==> src/rtl/sap_core_param.sv <==
// sap_core_param: parametrised SAP-class accumulator CPU.
// Instruction word is {opcode[3:0], operand[ADDR_W-1:0]}; data width is ADDR_W+4.
// Each instruction runs T1 (MAR<-PC), T2 (IR<-mem, PC++), T3 and, for memory
// operand instructions, T4. Program memory is loadable while in reset or halted.
module sap_core_param #(
  parameter  int ADDR_W = 4,
  localparam int W      = ADDR_W + 4
) (
  input  logic              sap_clock,
  input  logic              sap_reset,
  input  logic              prog_we,
  input  logic [ADDR_W-1:0] prog_addr,
  input  logic [W-1:0]      prog_data,
  output logic [W-1:0]      out_data,
  output logic              out_valid,
  output logic              halt
);

  localparam int DEPTH = 1 << ADDR_W;

  typedef enum logic [2:0] {
    ST_T1,
    ST_T2,
    ST_T3,
    ST_T4,
    ST_HALTED
  } state_t;

  localparam logic [3:0] OP_LDA = 4'd0;
  localparam logic [3:0] OP_ADD = 4'd1;
  localparam logic [3:0] OP_SUB = 4'd2;
  localparam logic [3:0] OP_STA = 4'd3;
  localparam logic [3:0] OP_LDI = 4'd4;
  localparam logic [3:0] OP_JMP = 4'd5;
  localparam logic [3:0] OP_JC  = 4'd6;
  localparam logic [3:0] OP_JZ  = 4'd7;
  localparam logic [3:0] OP_OUT = 4'd14;
  localparam logic [3:0] OP_HLT = 4'd15;

  state_t              state;
  state_t              next_state;
  logic [ADDR_W-1:0]   pc;
  logic [ADDR_W-1:0]   mar;
  logic [W-1:0]        ir;
  logic [W-1:0]        a;
  logic                c;
  logic                z;
  logic [W-1:0]        mem [DEPTH];

  logic [3:0]          opcode;
  logic [ADDR_W-1:0]   operand;
  logic [W-1:0]        mem_rd;
  logic [W:0]          sum;
  logic [W-1:0]        diff;
  logic                mem_op;

  assign opcode  = ir[W-1:ADDR_W];
  assign operand = ir[ADDR_W-1:0];
  assign mem_rd  = mem[mar];
  assign sum     = {1'b0, a} + {1'b0, mem_rd};
  assign diff    = a - mem_rd;
  assign mem_op  = (opcode == OP_LDA) || (opcode == OP_ADD) ||
                   (opcode == OP_SUB) || (opcode == OP_STA);

  // Sequencer state register; reset restarts fetch at T1.
  always_ff @(posedge sap_clock) begin
    // NOTE: sequential state uses non-blocking assignments so every register
    // samples pre-edge values regardless of statement order.
    if (sap_reset) state <= ST_T1;
    else           state <= next_state;
  end

  // Next-state logic: memory-operand instructions take T4, HLT parks in HALTED.
  always_comb begin
    // NOTE: default assigned first so no path leaves next_state unassigned (no latch).
    next_state = state;
    unique case (state)
      ST_T1:     next_state = ST_T2;
      ST_T2:     next_state = ST_T3;
      ST_T3: begin
        if (mem_op)                 next_state = ST_T4;
        else if (opcode == OP_HLT)  next_state = ST_HALTED;
        else                        next_state = ST_T1;
      end
      ST_T4:     next_state = ST_T1;
      ST_HALTED: next_state = ST_HALTED;
      default:   next_state = ST_T1;
    endcase
  end

  // Datapath registers: fetch, execute and output strobe.
  always_ff @(posedge sap_clock) begin
    if (sap_reset) begin
      pc        <= '0;
      mar       <= '0;
      ir        <= '0;
      a         <= '0;
      c         <= 1'b0;
      z         <= 1'b0;
      out_data  <= '0;
      out_valid <= 1'b0;
      halt      <= 1'b0;
    end else begin
      out_valid <= 1'b0;
      unique case (state)
        ST_T1: mar <= pc;
        ST_T2: begin
          ir <= mem_rd;
          pc <= pc + ADDR_W'(1);
        end
        ST_T3: begin
          case (opcode)
            OP_LDA, OP_ADD, OP_SUB, OP_STA: mar <= operand;
            OP_LDI: a  <= {4'b0000, operand};
            OP_JMP: pc <= operand;
            OP_JC:  if (c) pc <= operand;
            OP_JZ:  if (z) pc <= operand;
            OP_OUT: begin
              out_data  <= a;
              out_valid <= 1'b1;
            end
            OP_HLT: halt <= 1'b1;
            default: ;
          endcase
        end
        ST_T4: begin
          case (opcode)
            OP_LDA: a <= mem_rd;
            OP_ADD: begin
              {c, a} <= sum;
              z      <= (sum[W-1:0] == '0);
            end
            OP_SUB: begin
              a <= diff;
              c <= (a >= mem_rd);
              z <= (diff == '0);
            end
            default: ;
          endcase
        end
        default: ;
      endcase
    end
  end

  // Program memory: external loads while reset/halted, STA write in T4.
  always_ff @(posedge sap_clock) begin
    // NOTE: memory has no reset branch; contents survive reset and a plain
    // RAM can be inferred.
    if (prog_we && (sap_reset || halt))
      mem[prog_addr] <= prog_data;
    else if (!sap_reset && state == ST_T4 && opcode == OP_STA)
      mem[mar] <= a;
  end

endmodule

==> config.mk <==
export PLATFORM = sky130hd
export DESIGN_NAME = sap_core_param
export DESIGN_NICKNAME = d
export VERILOG_FILES = /design/src/rtl/sap_core_param.sv
export SDC_FILE = /design/constraint.sdc
export NUM_CORES = 1
export LEC_CHECK = 0
export BUFFER_PORTS_ARGS = -buffer_cell sky130_fd_sc_hd__buf_2
export CAP_MARGIN = 20
export CELL_PAD_IN_SITES_DETAIL_PLACEMENT = 2
export CELL_PAD_IN_SITES_GLOBAL_PLACEMENT = 2
export CORE_MARGIN = 2
export CORE_UTILIZATION = 28
export DETAILED_ROUTE_END_ITERATION = 10
export PLACE_DENSITY_LB_ADDON = 0.1
export RECOVER_POWER = 50
export SYNTH_ARGS = -nofsm -noshare
export SYNTH_HDL_FRONTEND = slang
export SYNTH_SLANG_ARGS = --single-unit
==> constraint.sdc <==
create_clock -name sap_clock -period 3.6 [get_ports sap_clock]
set_clock_uncertainty 0.2 [all_clocks]
set_input_delay 0.18 -clock sap_clock [delete_from_list [all_inputs] [get_ports sap_clock]]
set_output_delay 0.18 -clock sap_clock [all_outputs]
set_load 0.01 [all_outputs]
# == Yosys cells after proc, flatten, opt, wreduce, memory -nomap -nowiden ==
# Memories as Yosys holds them, arrays and structs flattened. A register that Yosys moved wholly into a read port is not among the register bits.
# Cells that the tools add are included.
# op_classes
eq_ne,19
magnitude_cmp,1
add_sub_neg,3
n_reduce_logical,25
bitwise,1
mux,25
# ops
cell,count
2-to-1 mux 4 bit,6
one-hot mux 8 bit (3 select lines),1
== test 4 x 3 -> 1 bit (second input constant),4
zero test 8 bit,2
2-to-1 mux 8 bit,2
one-hot mux 4 bit (2 select lines),2
one-hot mux 8 bit (2 select lines),1
one-hot mux 3 bit (4 select lines),1
one-hot mux 4 bit (3 select lines),1
adder 8 x 8 -> 9 bit,1
== test 4 x 2 -> 1 bit (second input constant),2
== test 4 bit (second input constant),2
>= comparator 8 bit,1
AND reduction 2 bit,4
nonzero test 2 bit,4
OR reduction 8 bit,1
subtractor 8 bit,1
2-to-1 mux 1 bit,7
== test 3 x 2 -> 1 bit (second input constant),2
2-to-1 mux 3 bit,2
!= test 3 bit (second input constant),2
adder 4 x 1 -> 4 bit (second input constant),1
== test 4 x 1 -> 1 bit (second input constant),1
zero test 4 bit,1
15 further kinds,22
# word_totals
register_bits,39
word_cells,85
ram_bits,128
memories,1
# memory_table
name,words,width,rd,rd_ports_with_merged_regs,write_ports,line,text
mem,16,8,1,1,1,48,logic [W-1:0] mem [DEPTH];

# == Depth between registers and ports, before layout ==
# logic_depth
word_depth,8
depth_mapped,16

# == Worst setup path after synthesis ==
# Ideal clock, no wire load.
# synth_timing
kind,reg2reg
startpoint,reg with a tool-made name
endpoint,reg z
required_ps,3313
period_less_slack_ps,3682
stages_incl_launch_ff,16
setup_ps,87
path_buffers,3
arrival_ps,3395
setup_slack_ps,-82
path_cell_list,dfxtp_1 > buf_6 > buf_8 > buf_8 > mux4_2 > nor2b_1 > a211oi_1 > a21oi_2 > ha_1 > fa_1 > nand2b_1 > a21oi_1 > nor2_1 > xor2_1 > or4_1 > o31ai_1
# synth_rtl
item,line,text
end signal: assignment,131,z <= (sum[W-1:0] == '0);
end signal: assignment,136,z <= (diff == '0);
end: declaration,47,logic z;

==> results.py <==
metrics = {
    "run_status": {
        "outcome": "complete, no violations",
    },
    "final_layout": {
        "antenna_diodes": 0,
        "most-common-layout-cells": "sky130_fd_sc_hd__edfxtp_1 (128), sky130_fd_sc_hd__buf_4 (64), sky130_fd_sc_hd__nor2_1 (61), sky130_fd_sc_hd__dfxtp_1 (41), sky130_fd_sc_hd__nand2_1 (38)",
        "layout-area-overhead-vs-synth_pct": 24.0,
        "drive_above_1_share": 0.319,
        "layout.core_utilization": 0.352,
        "stdcell_count": 1056,
        "layout_commonest_cell": "sky130_fd_sc_hd__edfxtp_1",
        "num-fill-cells": 2844,
        "multi_input_comb_area_um2": 3190,
        "area.sequential_um2": 4710,
        "finish.net_count": 700,
    },
    "placement": {
        "final_weighted_congestion_of_routability_driven_global_placement": 0.746,
        "dp_hpwl_um": 17600,
        "preCtsSetupSlack_ps": -186,
        "port_buffers": 24,
        "placedCellCount": 1016,
    },
    "synth": {
        "dominantRegCellSynth": "sky130_fd_sc_hd__edfxtp_1",
        "synth.avg_cell_area_um2": 13.8,
        "synth-seq-area-share": 0.597,
        "syn-instance-count": 570,
        "syn-num-nets": 605,
        "synth_async_sr_flop_share": 0,
        "yosys_warnings": 0,
        "netlist_area_um2": 7880,
        "edff_count_synth": 128,
        "ys_seq_elements": 171,
        "synth_cell_types": 67,
    },
    "setup_path": {
        "worstPathArrival_ps": 3660,
        "timing.critical_path.to_type": "flip-flop",
        "number_of_cells_on_the_worst_reg_to_reg_path": 10,
        "worstSetupPathType": "reg2reg",
        "crit_fanout": 5,
        "worst_ep_required_time_ps": 3750,
        "crit_path_launch_type": "flip-flop",
    },
    "sta": {
        "relSlewSlack": 0.282,
        "final_hold_violations": 0,
        "final_critical_path_setup_slack_ps": 86.7,
        "final-setup-viol-count": 0,
        "min_period_ps": 3510,
        "fmax_ghz": 0.285,
        "timing_max_transition_violations_final": 0,
        "tightestPinTransition_ps": 1070,
        "final_cycle_share": 0.976,
    },
    "clocking": {
        "tritoncts": "done",
        "cts_num_sinks": 171,
        "cts-htree-levels": 4,
        "cts-root-to-sink-buffers": 2,
        "cts.clk_slew.worst_paths_ps": 80,
        "cts_buffer_count": 17,
        "clkLatencyLatePin_ps": 430,
        "root_buffer": "sky130_fd_sc_hd__clkbuf_16",
    },
    "die": {
        "core_um2": 27700,
        "dieHeight_um": 172,
        "pin_count": 25,
        "floorplan.die.width_um": 172,
        "std_cell_rows": 61,
        "floorplan.die_area_um2": 29500,
        "start_util": 0.284,
    },
    "pwr": {
        "vdd_ir_drop_max_uv": 267,
        "switchingPower_mw": 1.48,
        "p_seq_frac": 0.433,
        "combinationalPowerShare": 0.193,
        "switching_share": 0.292,
        "share_clk_of_total_power": 0.374,
        "power.internal_mw": 3.60,
        "static-leakage-power_nw": 3.29,
        "power_density_of_the_placed_cells_nw_per_um2": 520,
        "finalPower_mw": 5.08,
    },
    "flow_run": {
        "cap_viol_max_count": 0,
    },
    "routing": {
        "drtAntennaViolNets": 0,
        "vias": 5126,
        "wl_per_cell_um": 23.3,
        "wl_um": 24600,
        "detailedRoute.firstIterationViolations": 232,
        "dr.pass1.iters": 4,
        "drc": 0,
        "post_drt_via_cell_ratio": 4.85,
    },
    "hold_path": {
        "hold_class": "in2reg",
        "hold-path-cell-count": 2,
    },
    "grt": {
        "grt-ovfl-total": 0,
        "global_route_wire_length_before_repair_um": 37400,
        "antenna_found_initial": 0,
        "grt_pass1_vias": 5833,
        "grt_max_degree": 42,
        "grt_util_all_layers": 0.176,
        "global_route.usage.met1": 0.225,
        "grt_most_used_layer": "met2",
        "groute.layer.met3.usage": 0.0232,
        "use_met2": 0.314,
    },
}
synth_stat cells (8+ instances only):
| cell | number | area share |
|---|---|---|
| sky130_fd_sc_hd__edfxtp_1 | 128 | 0.49 |
| sky130_fd_sc_hd__nand2_1 | 37 | 0.018 |
| sky130_fd_sc_hd__inv_1 | 19 | 0.0091 |
| sky130_fd_sc_hd__o21ai_0 | 11 | 0.0070 |
| sky130_fd_sc_hd__nor2_1 | 64 | 0.031 |
| sky130_fd_sc_hd__a21oi_1 | 28 | 0.018 |
| sky130_fd_sc_hd__nor3_1 | 13 | 0.0083 |
| sky130_fd_sc_hd__nand2b_1 | 9 | 0.0071 |
| sky130_fd_sc_hd__ha_1 | 18 | 0.029 |
| sky130_fd_sc_hd__clkbuf_1 | 11 | 0.0052 |
| sky130_fd_sc_hd__nor2b_1 | 8 | 0.0064 |
| sky130_fd_sc_hd__mux2i_1 | 15 | 0.019 |
| sky130_fd_sc_hd__mux4_2 | 37 | 0.11 |
| sky130_fd_sc_hd__mux2_2 | 9 | 0.013 |
| sky130_fd_sc_hd__dfxtp_1 | 43 | 0.11 |
worst max-delay path: stages (launching register included):
cell                        delay [ps]
sky130_fd_sc_hd__dfxtp_4           430
sky130_fd_sc_hd__clkbuf_16         180
sky130_fd_sc_hd__mux4_2            540
sky130_fd_sc_hd__a211oi_4          270
sky130_fd_sc_hd__a21oi_4            90
sky130_fd_sc_hd__ha_4              180
sky130_fd_sc_hd__fa_2              400
sky130_fd_sc_hd__xnor2_1           160
sky130_fd_sc_hd__or3_1             330
sky130_fd_sc_hd__or4_4             440
sky130_fd_sc_hd__o31ai_2           210
state kept, by name, indices dropped and copies added (netlist names), named ones only:
| signal | flops |
|---|---|
| a | 8 |
| pc | 4 |
| halt | 1 |
| z | 1 |
| out_valid | 1 |
| out_data | 8 |
| mar | 4 |
| c | 1 |
| mem | 128 |
| ir | 8 |
| state | 3 |
kinds of logic after synthesis:
| logic type | after synthesis | share of synthesized area |
|---|---|---|
| flip-flops | 171 | 0.597 |
| adder cells (fa/ha/maj) | 20 | 0.0337 |
| XOR/XNOR | 11 | 0.0122 |
| multiplexers | 61 | 0.138 |
| buffers and inverters | 45 | 0.0278 |
| AO/OA/AOI/OAI | 106 | 0.0977 |
| AND/OR/NAND/NOR | 156 | 0.0936 |
layer usage:
layer	vias up	wire (um)
li1	2374	-
met1	2699	11000
met5	-	0
met2	37	12900
met4	0	293
met3	16	410
through the flow:
step           instance area, um2  TNS, ps  hold WS, ps
2_1_floorplan                7890        0          250
3_5_place_dp                 8880     -215          277
3_3_place_gp                 8880     -100          275
4_1_cts                      9510        0          116
6_report                     9760        0          120
5_1_grt                      9760    -87.1          158
cell type report:
| type | instances | area share |
|---|---|---|
| sequential | 171 | 0.482 |
| tap | 378 | 0.0484 |
| clock buffer | 17 | 0.0436 |
| inverter | 20 | 0.00769 |
| timing repair buffer | 101 | 0.0737 |
| clock inverter | 15 | 0.0174 |
| multi-input combinational | 354 | 0.327 |
path summary, 6_finish.rpt:
path | start | to | slack (ps)
max | flip-flop | z$_SDFFE_PP0P_ | 90
max reg2reg | flip-flop | z$_SDFFE_PP0P_ | 90
min reg2reg | ir[1]$_SDFFE_PP0P_ | ir[1]$_SDFFE_PP0P_ | 290
min | prog_data[5] | mem[1][5]$_DFFE_PP_ | 120
power by group through the flow:
| stage | clock network, mW | registers (mW) | logic, mW |
|---|---|---|---|
| 6_report | 1.90 | 2.20 | 0.979 |
| 5_1_grt | 2.02 | 2.21 | 1.07 |
| 4_1_cts | 1.95 | 2.20 | 0.898 |
| 3_5_place_dp | 0 | 2.24 | 0.879 |
| 3_3_place_gp | 0 | 2.24 | 0.864 |
| 2_1_floorplan | 0 | 2.22 | 0.525 |
timing repair:
| action | in CTS | in global routing |
|---|---|---|
| gates cloned | 0 | 1 |
| buffers inserted | 0 | 6 |
| endpoints found under the setup margin | 3 | 6 |
| hold buffers | 1 | 0 |
| pin swaps | 1 | 12 |
| resized for setup | 6 | 47 |
| endpoints found under the hold margin | 6 | 0 |
Note: power is estimated with default switching activity, not from simulation.
